==> src/rtl/tft_spi_receiver.sv <==
// Display-side SPI receiver: synchronizes SPI_CLK/MOSI/CS/RS into MasterCLK and rebuilds
// 16-bit words tagged with RS. Define TFT_RX_FIFO_EN to buffer words in a FifoDepth-entry FIFO.
module tft_spi_receiver #(
    parameter int WordBits   = 16,
    parameter int SyncStages = 2,
    parameter int FifoDepth  = 4
) (
    input  logic                MasterCLK,
    input  logic                RSTn,
    input  logic                SPI_CLK,
    input  logic                SPI_MOSI,
    input  logic                SPI_CS,
    input  logic                RS,
    input  logic                RxReady,
    input  logic                ClrErr,
    output logic [WordBits-1:0] RxData,
    output logic                RxRS,
    output logic                RxValid,
    output logic                Overrun,
    output logic                FrameErr,
    output logic                DbgState
);
    localparam int CntW = $clog2(WordBits) + 1;

    typedef enum logic {S_IDLE = 1'b0, S_SHIFT = 1'b1} state_t;

    logic [SyncStages-1:0] r_sclk_sync, r_mosi_sync, r_cs_sync, r_rs_sync;
    logic [SyncStages:0]   r_fill;
    logic                  r_sclk_d, r_sclk_rise, r_mosi_e, r_rs_e, r_cs_e, r_cs_d;
    logic [WordBits-2:0]   r_shift;
    logic [CntW-1:0]       r_cnt;
    logic                  r_ferr, r_ovr;
    state_t                r_state, w_next;
    logic                  w_cs_fall, w_cs_rise, w_word_done, w_frame_evt, w_ovr_evt;
    logic [WordBits-1:0]   w_word;

    always_ff @(posedge MasterCLK or negedge RSTn) begin
        if (!RSTn) begin
            r_sclk_sync <= '0;
            r_mosi_sync <= '0;
            r_cs_sync   <= '1;
            r_rs_sync   <= '0;
            r_fill      <= '0;
        end else begin
            r_sclk_sync <= {r_sclk_sync[SyncStages-2:0], SPI_CLK};
            r_mosi_sync <= {r_mosi_sync[SyncStages-2:0], SPI_MOSI};
            r_cs_sync   <= {r_cs_sync[SyncStages-2:0], SPI_CS};
            r_rs_sync   <= {r_rs_sync[SyncStages-2:0], RS};
            r_fill      <= {r_fill[SyncStages-1:0], 1'b1};
        end
    end

    // Edge stage; r_cs_d is held low until the chain has refilled so a CS already low at release is no edge.
    always_ff @(posedge MasterCLK or negedge RSTn) begin
        if (!RSTn) begin
            r_sclk_d    <= 1'b0;
            r_sclk_rise <= 1'b0;
            r_mosi_e    <= 1'b0;
            r_rs_e      <= 1'b0;
            r_cs_e      <= 1'b1;
            r_cs_d      <= 1'b0;
        end else begin
            r_sclk_d    <= r_sclk_sync[SyncStages-1];
            r_sclk_rise <= r_sclk_sync[SyncStages-1] & ~r_sclk_d;
            r_mosi_e    <= r_mosi_sync[SyncStages-1];
            r_rs_e      <= r_rs_sync[SyncStages-1];
            r_cs_e      <= r_cs_sync[SyncStages-1];
            r_cs_d      <= r_fill[SyncStages] ? r_cs_e : 1'b0;
        end
    end

    assign w_cs_fall = r_cs_d & ~r_cs_e;
    assign w_cs_rise = ~r_cs_d & r_cs_e;
    assign w_word    = {r_shift, r_mosi_e};

    always_ff @(posedge MasterCLK or negedge RSTn) begin
        if (!RSTn) r_state <= S_IDLE;
        else       r_state <= w_next;
    end

    always_comb begin
        w_next      = r_state;
        w_word_done = 1'b0;
        w_frame_evt = 1'b0;
        case (r_state)
            S_IDLE: begin
                if (w_cs_fall) w_next = S_SHIFT;
            end
            S_SHIFT: begin
                if (w_cs_rise) begin
                    w_next      = S_IDLE;
                    w_frame_evt = (r_cnt != '0);
                end else if (r_sclk_rise && r_cnt == CntW'(WordBits - 1)) begin
                    w_word_done = 1'b1;
                end
            end
            default: w_next = S_IDLE;
        endcase
    end

    always_ff @(posedge MasterCLK or negedge RSTn) begin
        if (!RSTn) begin
            r_shift <= '0;
            r_cnt   <= '0;
        end else if (r_state == S_SHIFT && !w_cs_rise) begin
            if (r_sclk_rise) begin
                r_shift <= w_word[WordBits-2:0];
                r_cnt   <= w_word_done ? '0 : r_cnt + CntW'(1);
            end
        end else begin
            r_cnt <= '0;
        end
    end

    // Sticky flags: a same-cycle error event wins over ClrErr.
    always_ff @(posedge MasterCLK or negedge RSTn) begin
        if (!RSTn) begin
            r_ferr <= 1'b0;
            r_ovr  <= 1'b0;
        end else begin
            if (w_frame_evt)  r_ferr <= 1'b1;
            else if (ClrErr)  r_ferr <= 1'b0;
            if (w_ovr_evt)    r_ovr  <= 1'b1;
            else if (ClrErr)  r_ovr  <= 1'b0;
        end
    end

`ifdef TFT_RX_FIFO_EN
    localparam int PtrW = $clog2(FifoDepth);

    logic [WordBits:0] r_mem [FifoDepth];
    logic [PtrW-1:0]   r_wr_ptr, r_rd_ptr;
    logic [PtrW:0]     r_count;
    logic              w_valid, w_full, w_pop, w_push;

    assign w_valid   = (r_count != '0);
    assign w_full    = (r_count == (PtrW+1)'(FifoDepth));
    assign w_pop     = w_valid & RxReady;
    assign w_push    = w_word_done & (~w_full | w_pop);
    assign w_ovr_evt = w_word_done & w_full & ~w_pop;

    always_ff @(posedge MasterCLK or negedge RSTn) begin
        if (!RSTn) begin
            for (int i = 0; i < FifoDepth; i++) r_mem[i] <= '0;
            r_wr_ptr <= '0;
            r_rd_ptr <= '0;
            r_count  <= '0;
        end else begin
            if (w_push) begin
                r_mem[r_wr_ptr] <= {r_rs_e, w_word};
                r_wr_ptr        <= r_wr_ptr + PtrW'(1);
            end
            if (w_pop) r_rd_ptr <= r_rd_ptr + PtrW'(1);
            case ({w_push, w_pop})
                2'b10:   r_count <= r_count + (PtrW+1)'(1);
                2'b01:   r_count <= r_count - (PtrW+1)'(1);
                default: r_count <= r_count;
            endcase
        end
    end

    assign RxData  = r_mem[r_rd_ptr][WordBits-1:0];
    assign RxRS    = r_mem[r_rd_ptr][WordBits];
    assign RxValid = w_valid;
`else
    logic [WordBits-1:0] r_data;
    logic                r_rs, r_valid;

    assign w_ovr_evt = w_word_done & r_valid & ~RxReady;

    always_ff @(posedge MasterCLK or negedge RSTn) begin
        if (!RSTn) begin
            r_data  <= '0;
            r_rs    <= 1'b0;
            r_valid <= 1'b0;
        end else if (w_word_done && !w_ovr_evt) begin
            r_data  <= w_word;
            r_rs    <= r_rs_e;
            r_valid <= 1'b1;
        end else if (r_valid && RxReady) begin
            r_valid <= 1'b0;
        end
    end

    assign RxData  = r_data;
    assign RxRS    = r_rs;
    assign RxValid = r_valid;
`endif

    assign Overrun  = r_ovr;
    assign FrameErr = r_ferr;
    assign DbgState = r_state;
endmodule

==> config.mk <==
export PLATFORM = sky130hd
export DESIGN_NAME = tft_spi_receiver
export DESIGN_NICKNAME = d
export VERILOG_FILES = /design/src/rtl/tft_spi_receiver.sv
export SDC_FILE = /design/constraint.sdc
export NUM_CORES = 1
export LEC_CHECK = 0
export CAP_MARGIN = 25
export CORE_MARGIN = 1.5
export CORE_UTILIZATION = 55
export CTS_BUF_LIST = sky130_fd_sc_hd__clkbuf_8
export DETAILED_ROUTE_END_ITERATION = 7
export DONT_BUFFER_PORTS = 1
export PLACE_DENSITY = 0.7
export REMOVE_ABC_BUFFERS = 1
export SLEW_MARGIN = 30
export SYNTH_ARGS = -nofsm -noshare
export SYNTH_HDL_FRONTEND = slang
export SYNTH_SLANG_ARGS = --single-unit
==> constraint.sdc <==
create_clock -name MasterCLK -period 2.9 [get_ports MasterCLK]
set_input_delay 0.58 -clock MasterCLK [delete_from_list [all_inputs] [get_ports MasterCLK]]
set_output_delay 0.58 -clock MasterCLK [all_outputs]
set_load 0.01 [all_outputs]
==> out/metrics.yaml, run 1 <==
status: "finished clean"
crit_arrival_ns: 2.36
final_nets: 152
rows: 22
fin_crit_ns: 2.16
crit_type: "flop to flop"
avgViaCountPerCell: 5.29
dp_hpwl_um: 1890
tritoncts: "done"
p_leak_nw: 1.24
dieArea_um2: 4290
fp.dieH_um: 65.5
yosys.area.top_type: "dfrtp_1"
hold_viol_final: 0
core_area_um2: 3720
critPathLaunchType: "flop"
synthesis.area_um2: 2150
tns_ns: 0
clkSinkCount: 58
grt.overflow.total: 0
max-cap-violations: 0
cp-startpoint: "r_cnt[0]"
antenna_found_initial: 0
crit_path_end: "RxData[0]"
drcViolationCount: 0
fill_cells: 289
syn_inst: 131
clkTransAtPathRegs_ns: 0.06
yosysWarnings: 0
synthTopCellsByArea: "dfrtp_1, mux2_2, mux2_4"
die_x_um: 65.5
io_buffers: 0
post-cts-setup-buffer-count: 0
top_layer: "met4"
reg2reg_to: "RxData[0]"
fin_crit_sh_pct: 74.5
numCtsBuffers: 9
worst_setup_path_end_kind: "flop"
grt_pass1_wl_um: 5350
hold_ws_ns: 0.104
yosysSeqAreaShare_pct: 67.7
place.gp.congestion: 0.851
synth-seq-cells: 58
grt_setup_unrepaired: "no"
routed_wl_um: 3130
htree_levels: 3
yosysUniqueCellTypes: 27
place_ws_ns: 0.798
slew_viol_final: 0
placedCellCount: 177
worstPathRequired_ns: 3.10
wl_met1_um: 1420
vias: 1026
yosys.area.top_type_share_pct: 64.0
worst_pin_slew_ns: 0.559
drive_above_1_share_pct: 38.4
fmax_ghz: 0.463
ff2ff_path_depth: 5
num_io_pins: 29
clock_skew_ns: 0.00712
wl_met2_um: 1510
p_per_area_nw_per_um2: 701
critical_path.max_fanout: 17
n_antenna_cell: 0
grt_usage_pct: 17.6
min_path_type: "primary input to async pin"
clk_path_buf_depth: 2
setup_viol: 0
clkLatencyLatePin_ns: 0.32
rr_startpoint: "r_cnt[0]"
cts_root_buf: "clkbuf_8"
reg2reg_slack_ns: 0.74
drtPass1Iterations: 4
slew_headroom_pct: 62.5
stdcell_count: 194
grt_max_degree: 56
utilization_pct: 65.3
start_util_pct: 57.9
ant_nets: 0
area_growth_pct: 12.8
post_drt_wl_per_cell_um: 16.1
max-vdd-ir-drop_mv: 0.601
syn_avg_cell_area_um2: 16.4
setup_slack_ns: 0.741
wl_met3_um: 168
grt_pass1_vias: 1106
drt_iter0_drc: 85
-- how the worst min path moves through the flow --
| stage | start | slack (ns) | cells past startpoint | endpoint |
|---|---|---|---|---|
| finish | RSTn | 0.10 | 0 | r_cs_e |
| floorplan | RSTn | 0.28 | 0 | DbgState |
| global placement | RSTn | 0.29 | 0 | r_cnt[4] |
| CTS | RSTn | 0.08 | 0 | r_cs_e |
| detailed placement | RSTn | 0.29 | 0 | r_cnt[4] |
| global route | RSTn | 0.07 | 0 | r_cs_e |
-- routing by layer --
metal  global-route usage, %  up-vias
li1                        -      470
met1                    21.4      526
met2                    26.4       25
met3                    8.56        5
met4                    8.59        0
met5                       0        -
-- critical path, stage by stage, from the launching register on --
cell	delay (ns)
dfrtp_1	0.40
ha_1	0.21
and3_1	0.19
ha_1	0.23
or4b_4	0.65
mux2_4	0.35
-- area by class of cell --
| type | count | area [um2] | share of cell area (%) |
|---|---|---|---|
| clock buffer | 13 | 179 | 7.37 |
| clock inverter | 3 | 37.5 | 1.55 |
| inverter | 7 | 26.3 | 1.08 |
| multi-input combinational | 63 | 633 | 26.1 |
| sequential | 58 | 1460 | 60.0 |
| tap | 48 | 60.1 | 2.48 |
| timing repair buffer | 2 | 35.0 | 1.44 |
-- power by group --
| part | total (mW) | switching, mW | internal (mW) |
|---|---|---|---|
| clock network | 0.776 | 0.291 | 0.485 |
| logic | 0.0550 | 0.0280 | 0.0269 |
| registers | 0.870 | 0.0236 | 0.846 |
-- synthesized netlist by cell type --
| library cell | number |
|---|---|
| conb_1 | 1 |
| a2111oi_0 | 1 |
| inv_1 | 7 |
| a22o_1 | 3 |
| buf_2 | 1 |
| a21o_1 | 1 |
| mux2_4 | 10 |
| nor2b_1 | 2 |
| a31o_2 | 1 |
| xnor2_1 | 1 |
| nand3_1 | 2 |
| mux2_2 | 23 |
| nor2_1 | 3 |
| and2_1 | 1 |
| dfrtp_1 | 55 |
| o21ai_0 | 1 |
| or4b_4 | 1 |
| nor3_1 | 2 |
| dfstp_2 | 3 |
| a32o_1 | 2 |
| nand2_1 | 2 |
| buf_6 | 1 |
| or2_2 | 1 |
| and3_1 | 1 |
| buf_12 | 1 |
| ha_1 | 3 |
| nor2b_4 | 1 |
-- kinds of logic after synthesis --
logic type,after synthesis,share of synthesized area [%]
AND/OR/NAND/NOR,16,4.54
XOR/XNOR,1,0.407
adder cells (fa/ha/maj),3,1.75
buffers and inverters,10,2.91
AO/OA/AOI/OAI,9,3.55
other,1,0.174
multiplexers,33,19.0
flip-flops,58,67.7
-- metrics by stage --
step	area, um2	power, mW
after floorplan	2110	0.909
after global placement	2180	0.918
after detailed placement	2180	0.923
after CTS	2430	1.72
after global routing	2430	1.77
final	2430	1.70
-- what timing repair did --
action	CTS	global route
endpoints found under the hold margin	55	0
resized for setup	0	0
endpoints found under the setup margin	0	0
hold buffers	1	0
-- registers in the layout (all words and copies together), names as in the netlist --
| name | cells |
|---|---|
| r_cs_d | 1 |
| r_cnt | 5 |
| r_mosi_sync | 2 |
| r_rs_e | 1 |
| RxValid | 1 |
| FrameErr | 1 |
| Overrun | 1 |
| r_fill | 3 |
| r_sclk_sync | 2 |
| r_rs_sync | 2 |
| r_shift | 15 |
| r_cs_e | 1 |
| r_sclk_rise | 1 |
| RxRS | 1 |
| RxData | 16 |
| r_sclk_d | 1 |
| r_cs_sync | 2 |
| DbgState | 1 |
| r_mosi_e | 1 |
-- cells in the final DEF (no fill, tap or decap), types with 2 or more instances in the layout --
cell / Yosys / layout
nand2_1: 2 / 2
a32o_1: 2 / 2
nor2_1: 3 / 3
ha_1: 3 / 3
a22o_1: 3 / 3
dfrtp_1: 55 / 55
mux2_4: 10 / 10
clkbuf_8: 0 / 13
mux2_2: 23 / 23
nand3_1: 2 / 2
inv_1: 7 / 9
nor2b_1: 2 / 2
dfstp_2: 3 / 3
nor3_1: 2 / 2
(Power assumes the default switching activity.)
==> inputs of run 2 (changes only) <==
- PLACE_DENSITY: 0.7 -> 0.73
- clock period: 2.9 -> 1.95 ns (I/O delays scaled with it)
==> run 2 against run 1 <==
Sequential power is 48% higher. Sequential share of layout area shrank 1.4 points. Routed wire length rose by 21%. Clock power rose by 17%. Final cell count is 4.6% higher. Largest cell class unchanged. Worst hold slack got worse by 0.045 ns. Clock skew decreased by 0.0018 ns. Combinational power rose by 85%. Total power grew 35%. First-iteration DRC count up 28%. Largest power group unchanged.
==> out/metrics.yaml, run 2 (synthesis results as in run 1) <==
critical_path.max_fanout: 5  # -12
p_leak_nw: 1.26  # +1.5%
power.total_mw: 2.30  # +35%
setup_viol: 0  # unchanged
drtPass1Iterations: 4  # unchanged
worst_pin_slew_ns: 0.561  # +0.00276 ns
drcViolationCount: 0  # unchanged
hold_ws_ns: 0.0595  # -0.0445 ns
avgViaCountPerCell: 5.56  # +5.2%
post_drt_wl_per_cell_um: 18.7  # +16%
crit_type: "flop to flop"
min_path_type: "primary input to flop"
hold_viol_final: 0  # unchanged
clkTransAtPathRegs_ns: 0.06  # about the same
fin_crit_ns: 1.91  # -0.246 ns
clock_skew_ns: 0.00535  # -0.00177 ns
slew_headroom_pct: 62.3  # -0.19 points
slew_viol_final: 0  # unchanged
grt_usage_pct: 20.1  # +2.5 points
hold_start: "SPI_CS"
grt.overflow.total: 0  # unchanged
cts_root_buf: "clkbuf_8"
rr_startpoint: "r_cnt[1]"
clk_path_buf_depth: 2  # unchanged
htree_levels: 3  # unchanged
max-cap-violations: 0  # unchanged
fp.dieH_um: 65.5  # unchanged
fin_crit_sh_pct: 98.1  # +24 points
vias: 1129  # +10%
drive_above_1_share_pct: 43.9  # +5.5 points
status: "finished clean"
tritoncts: "done"
grt_pass1_wl_um: 5990  # +12%
clkLatencyLatePin_ns: 0.33  # about the same
n_antenna_cell: 0  # unchanged
die_x_um: 65.5  # unchanged
dp_hpwl_um: 2130  # +13%
grt_pass1_vias: 1175  # +6.2%
routed_wl_um: 3790  # +21%
fmax_ghz: 0.523  # +13%
p_per_area_nw_per_um2: 926  # +32%
utilization_pct: 66.9  # +1.6 points
worst_setup_path_end_kind: "flop"
mostFrequentLayoutCells: "dfrtp_1, mux2_2, inv_1, mux2_4, clkbuf_8"
area_growth_pct: 15.5
cp-startpoint: "r_cnt[1]"
grt_max_degree: 59  # +5.4%
drt_iter0_drc: 109  # +28%
place.gp.congestion: 0.789  # -7.3%
final_nets: 161  # +5.9%
stdcell_count: 203  # +4.6%
core_area_um2: 3720  # unchanged
rows: 22  # unchanged
clkSinkCount: 58  # unchanged
antenna_found_initial: 0  # unchanged
crit_arrival_ns: 2.12  # -0.24 ns
largest_reg_flops: 16  # unchanged
io_buffers: 0  # unchanged
dieArea_um2: 4290  # unchanged
start_util_pct: 57.9  # unchanged
max-vdd-ir-drop_mv: 0.549  # -8.7%
layout_commonest_cell: "dfrtp_1"
ant_nets: 0  # unchanged
placedCellCount: 182  # +2.8%
worstPathRequired_ns: 2.16  # -0.94 ns
critPathLaunchType: "flop"
numCtsBuffers: 9  # unchanged
num_io_pins: 29  # unchanged
run 2: critical path, stage by stage, from the launching register on:
cell and delay (ns):
dfrtp_1 0.36, ha_2 0.19, and3_4 0.20, ha_4 0.16
or4b_4 0.55, mux2_4 0.33
run 2: what timing repair did:
| action | 4_1_cts | 5_1_grt |
|---|---|---|
| setup endpoints to repair | 18 | 27 |
| setup buffers | 0 | 1 |
| hold buffers | 2 | 0 |
| gates resized for setup | 6 | 3 |
| gates cloned | 2 | 0 |
| pin swaps | 0 | 1 |
| hold endpoints to repair | 58 | 0 |
run 2: cell type report:
type                       count  area [um2]
clock buffer                  10         138
clock inverter                 6        26.3
fill                         256        1230
inverter                       7        26.3
multi-input combinational     65         689
sequential                    58        1460
tap                           48        60.1
timing repair buffer           9        90.1
run 2: routing by layer:
layer / track usage (%) / share of wire, %
met1: 24.8 / 43
met2: 30.1 / 49
met3: 8.90 / 6.0
met4: 10.2 / 1.9
met5: 0 / 0
run 2: metrics by stage:
step           instance area, um2  setup WS [ns]  TNS (ns)
2_1_floorplan                2110        0.00191         0
3_3_place_gp                 2220         0.0295         0
3_5_place_dp                 2220        -0.0544    -0.734
4_1_cts                      2470        0.00810         0
5_1_grt                      2480       -0.00319  -0.00820
6_report                     2480         0.0369         0
run 2: power breakdown:
part / internal, mW / switching, mW / leakage [nW]
registers: 1.26 / 0.0327 / 0.765
logic: 0.0463 / 0.0554 / 0.397
clock network: 0.474 / 0.434 / 0.0996
total: 1.78 / 0.522 / 1.26
run 2: final timing paths:
path | slack [ns] | to | cells after the start
max | 0.04 | RxData[14] | 5
min | 0.06 | r_cs_sync[0] | 0
max reg2reg | 0.04 | RxData[14] | 5
min reg2reg | 0.35 | r_sclk_sync[1] | 0
max in group asynchronous | 1.07 | r_cs_sync[0] | 2
min in group asynchronous | 0.58 | r_cnt[2] | 2
==> inputs of run 3 (changes only) <==
- CAP_MARGIN: 25 -> 10
- CTS_CLUSTER_DIAMETER: unset -> 150
- GPL_ROUTABILITY_DRIVEN: unset -> 0
==> results of run 3 <==
Same layout as run 2: the final DEF is identical, and so are final timing and power.
